## config.mk

```make
export PLATFORM = sky130hd
export DESIGN_NAME = alu_4bit_core
export DESIGN_NICKNAME = d
export VERILOG_FILES = /design/src/rtl/alu_4bit_pkg.sv /design/src/rtl/alu_4bit_comb.sv /design/src/rtl/alu_4bit_core.sv
export SDC_FILE = /design/constraint.sdc
export NUM_CORES = 1
export LEC_CHECK = 0
export CAP_MARGIN = 20
export CORE_ASPECT_RATIO = 1.5
export CORE_MARGIN = 2
export CORE_UTILIZATION = 50
export DETAILED_ROUTE_END_ITERATION = 12
export GPL_TIMING_DRIVEN = 0
export PLACE_DENSITY = 0.8
export SYNTH_ARGS = -nofsm -noshare
export SYNTH_HDL_FRONTEND = slang
export SYNTH_SLANG_ARGS = --single-unit
```

## constraint.sdc

```tcl
create_clock -name clk -period 0.9 [get_ports clk]
set_input_delay 0.18 -clock clk [delete_from_list [all_inputs] [get_ports clk]]
set_output_delay 0.18 -clock clk [all_outputs]
set_load 0.05 [all_outputs]
```

## src/rtl/alu_4bit_pkg.sv

```systemverilog
// Shared opcode encodings and flag bundle for the 4-bit ALU.
package alu_4bit_pkg;

   typedef logic [2:0] opcode_t;

   localparam opcode_t OP_ADD = 3'b000;
   localparam opcode_t OP_SUB = 3'b001;
   localparam opcode_t OP_AND = 3'b010;
   localparam opcode_t OP_OR  = 3'b011;
   localparam opcode_t OP_XOR = 3'b100;
   localparam opcode_t OP_NOT = 3'b101;
   localparam opcode_t OP_SHL = 3'b110;
   localparam opcode_t OP_SHR = 3'b111;

   typedef struct packed {
      logic carry;
      logic zero;
      logic negative;
      logic overflow;
   } flags_t;

   localparam flags_t FLAGS_RST = '{carry: 1'b0, zero: 1'b1, negative: 1'b0, overflow: 1'b0};

endpackage

```

## src/rtl/alu_4bit_comb.sv

```systemverilog
// Combinational 4-bit ALU datapath: result, carry/borrow and signed overflow.
// Latency: none (pure logic).
// Backpressure: none; the registering parent decides when results are captured.
module alu_4bit_comb
   import alu_4bit_pkg::*;
(
   input  logic [3:0] A,
   input  logic [3:0] B,
   input  opcode_t    sel,
   output logic [3:0] result,
   output logic       carry,
   output logic       overflow
);

   logic [4:0] sum5;
   logic [4:0] diff5;

   // Bit 4 of the zero-extended difference is the borrow (A < B unsigned).
   assign sum5  = {1'b0, A} + {1'b0, B};
   assign diff5 = {1'b0, A} - {1'b0, B};

   always_comb begin
      result   = 4'b0000;
      carry    = 1'b0;
      overflow = 1'b0;
      case (sel)
         OP_ADD: begin
            result   = sum5[3:0];
            carry    = sum5[4];
            overflow = (A[3] == B[3]) && (sum5[3] != A[3]);
         end
         OP_SUB: begin
            result   = diff5[3:0];
            carry    = diff5[4];
            overflow = (A[3] != B[3]) && (diff5[3] != A[3]);
         end
         OP_AND: result = A & B;
         OP_OR:  result = A | B;
         OP_XOR: result = A ^ B;
         OP_NOT: result = ~A;
         OP_SHL: begin
            result = {A[2:0], 1'b0};
            carry  = A[3];
         end
         OP_SHR: begin
            result = {1'b0, A[3:1]};
            carry  = A[0];
         end
         default: ;
      endcase
   end

endmodule

```

## src/rtl/alu_4bit_core.sv

```systemverilog
// Registered 4-bit ALU with carry/zero/negative/overflow flags.
// Latency: 1 cycle from an in_valid sample to out_valid.
// Backpressure: none; accepts one op per cycle, outputs hold while in_valid is low.
module alu_4bit_core
   import alu_4bit_pkg::*;
(
   input  logic       clk,
   input  logic       rst,
   input  logic       in_valid,
   input  logic [3:0] A,
   input  logic [3:0] B,
   input  logic [2:0] sel,
   output logic [3:0] result,
   output logic       carry,
   output logic       zero,
   output logic       negative,
   output logic       overflow,
   output logic       out_valid
);

   logic [3:0] comb_result;
   logic       comb_carry;
   logic       comb_overflow;
   logic [3:0] result_q;
   flags_t     flags_q;
   logic       out_valid_q;

   alu_4bit_comb u_comb (
      .A        (A),
      .B        (B),
      .sel      (sel),
      .result   (comb_result),
      .carry    (comb_carry),
      .overflow (comb_overflow)
   );

   always_ff @(posedge clk or posedge rst) begin
      if (rst) begin
         result_q    <= 4'b0000;
         flags_q     <= FLAGS_RST;
         out_valid_q <= 1'b0;
      end else begin
         out_valid_q <= in_valid;
         if (in_valid) begin
            result_q          <= comb_result;
            flags_q.carry     <= comb_carry;
            flags_q.zero      <= (comb_result == 4'b0000);
            flags_q.negative  <= comb_result[3];
            flags_q.overflow  <= comb_overflow;
         end
      end
   end

   assign result    = result_q;
   assign carry     = flags_q.carry;
   assign zero      = flags_q.zero;
   assign negative  = flags_q.negative;
   assign overflow  = flags_q.overflow;
   assign out_valid = out_valid_q;

endmodule

```

==> metrics.txt <==
outcome=finished with violations; failing checks=negative setup slack; via count=987; slew margin rel.=between 70% and 80%; unrepaired setup endpoints after global routing=yes; setup ws final=-0.822 ns; sequential fraction of the synthesis area=between 10% and 20%; initial antenna violation count=0; CTS clk-pin slew, worst paths=roughly 0.06 ns; # H-tree levels=1; vias in the first global route=slightly below 1000; logic gate share of total power=58.9%; cts bufs inserted=3; CP endpoint kind=register; Num Clock Sinks=8; commonest non-fill, non-tap cell in the layout=buf_6; Root Buffer=clkbuf_4; Worst EP required=roughly 1.1 ns; Core Rows=20; synthesized instance count=113; Syn-to-layout area delta=55.9%; largest net degree at the start of global routing=11; sequential share of power=approximately 25%; final wirelength=approximately 2800 microns; core area=a little under 2000 sq um; Final Cell Area=~1600 sq um; P_int=1080 uW; DR pass1 iterations=4; Leak=roughly 0.0007 uW; VDD IR-drop max=approximately 1.1 mV; asr flop ratio synth=100%; fmax=just under 600 MHz; Ports=23; YS warnings=0; r2r startpoint=carry$_DFFE_PP0P_; Synthesized Nets=~140; antenna diode count=0; Post-CTS Hold Buffers=0; share of layout cells above drive strength 1=approximately half; Sw Pwr=between 700 and 800 uW; Hold Crit Class=input pin to asynchronous set/reset pin; Post-DP Area=1320 sq um; WP data arrival=around 1.9 ns; startpoint types=input pin; Clk Latency, worst-skew pair=around 0.25 ns; wire length per cell=~17 microns; Hold Worst Slack=0.155 ns; post-synthesis instance area=slightly above 1000 sq um; R2R Setup Slk=approximately 0.090 ns; Max Slew Vio Count=0; Clock Skews=0 ns; post-route ant nets=0; Post-layout nets=~180; global-route wire length before repair=4300 microns; hpwl dp=~1900 microns; Die Y=59.2 microns; Yosys reg bits=8; clock buffer depth=2; most frequent cells in the layout=buf_6 (16), inv_1 (9), nand2_1 (8); fill cell count=124; Min Clock Period, post-route=between 1.5 and 2 ns; CTS tree=done; Clock power frac=between 10% and 20%; Period Utilization, post-route=191%; routability cong.=between 0.9 and 1; Setup Crit Path Kind=input pin to register; Initial Utilization=51.3%; number of enable flip-flop cells after synthesis=0; Die X=between 40 and 50 microns; full die area=2410 sq um; DR iter-0 viols=25; synth unique cells=45; GR Overflow Total=0; IO Port Bufs=20; syn_area_per_cell=~9 sq um; max-cap violations=0; Final Hold Fails=0; residual DRC count=0; All-Layer GR Usage=25.7%; worst r2r path cells=3; switch share=between 40% and 50%; Main synth FF type=dfrtp_1; via/cell ratio=between 5 and 6; Slew @ Worst Pin=around 0.3 ns; crit path max fanout=4; # setup viols final=16; PwrDens=1150 nW/um^2; Critical R2R Capture=carry$_DFFE_PP0P_
[state kept, by name (all words and copies together), names as in the netlist]
name and cells:
carry 1, zero 1, result 4, overflow 1, out_valid 1
[metal layers]
layer | vias to the layer above | routed length, microns | global-route usage (%) | part of all wire, %
met5 | - | 0 | 0 | 0
met1 | 497 | 1030 | 27.7 | 37
met3 | 6 | 83 | 1.88 | 2.9
li1 | 459 | - | - | -
met4 | 0 | 50 | 8.57 | 1.8
met2 | 25 | 1650 | 48.2 | 59
[worst max-delay path by stage]
| stage | slack (ns) | to | cells past startpoint | from |
|---|---|---|---|---|
| CTS | -0.81 | result[2]$_DFFE_PP0P_ | 8 | B[1] |
| global route | -0.87 | zero$_DFFE_PP1P_ | 9 | B[1] |
| detailed placement | -1.71 | result[2]$_DFFE_PP0P_ | 9 | A[0] |
| global placement | -1.67 | result[2]$_DFFE_PP0P_ | 9 | A[0] |
| finish | -0.82 | result[2]$_DFFE_PP0P_ | 9 | A[0] |
| floorplan | -0.92 | result[2]$_DFFE_PP0P_ | 8 | B[0] |
[power groups by stage]
| stage | clock (uW) | combinational (uW) | sequential, uW |
|---|---|---|---|
| after floorplan | 0 | 436 | 605 |
| after global placement | 0 | 848 | 442 |
| after detailed placement | 0 | 860 | 444 |
| after CTS | 306 | 1010 | 448 |
| after global routing | 316 | 1130 | 452 |
| final | 296 | 1070 | 450 |
[cell type report]
cell class	count	area, sq um	share of cell area (%)
sequential	8	203	12.8
multi-input combinational	80	856	54.1
buffer	8	88.8	5.62
clock buffer	4	26.3	1.66
inverter	17	70.1	4.43
tap	22	27.5	1.74
timing repair buffer	29	310	19.6
[cell usage after synthesis (all sizes together) (2+ instances only)]
master	number	area share, %
ha	12	15
fa	2	3.9
inv	17	6.3
nand2	8	3.0
mux4	2	4.4
nand3	3	1.5
dfrtp	7	17
a21o	2	1.6
nand3b	2	1.5
mux2	4	4.4
a2111oi	2	1.7
nor2	7	2.6
nand2b	2	1.2
clkbuf	2	1.7
o21a	2	1.5
o21ai	2	0.99
a21oi	5	2.5
xnor2	3	2.6
mux2i	2	2.0
buf	6	5.3
[stage by stage]
stage                     setup WS [ns]  util, %  setup TNS (ns)  cells  total power [uW]
after global placement            -1.67     66.6          -13.86    155              1290
after global routing             -0.865     80.0           -5.95    168              1890
after detailed placement          -1.71     66.6          -14.07    155              1300
final                            -0.822     80.0           -5.37    168              1810
after floorplan                  -0.925        -           -4.58    113              1040
after CTS                        -0.806     77.8           -5.32    167              1770
[logic make-up (layout without fill, tap and decap cells)]
kind of cell	count (synthesis)	count (layout)	synth area share, %
AO/OA/AOI/OAI	25	25	18.9
XOR/XNOR	4	4	3.45
adder cells (fa/ha/maj)	14	14	18.7
buffers and inverters	25	58	13.3
flip-flops	8	8	19.9
multiplexers	8	8	10.9
AND/OR/NAND/NOR	29	29	14.9
[worst max-delay path: stages]
cell	delay (ns)
buf_12	0.11
inv_4	0.06
ha_4	0.13
inv_2	0.04
fa_2	0.36
xor2_1	0.14
mux4_2	0.46
a21oi_2	0.24
mux2_4	0.19
[what timing repair did]
action / in CTS / in global routing
setup buffers: 8 / 2
pin swaps: 16 / 10
resized for setup: 128 / 7
endpoints found under the setup margin: 16 / 16
Note: power is estimated with default switching activity, not from simulation.
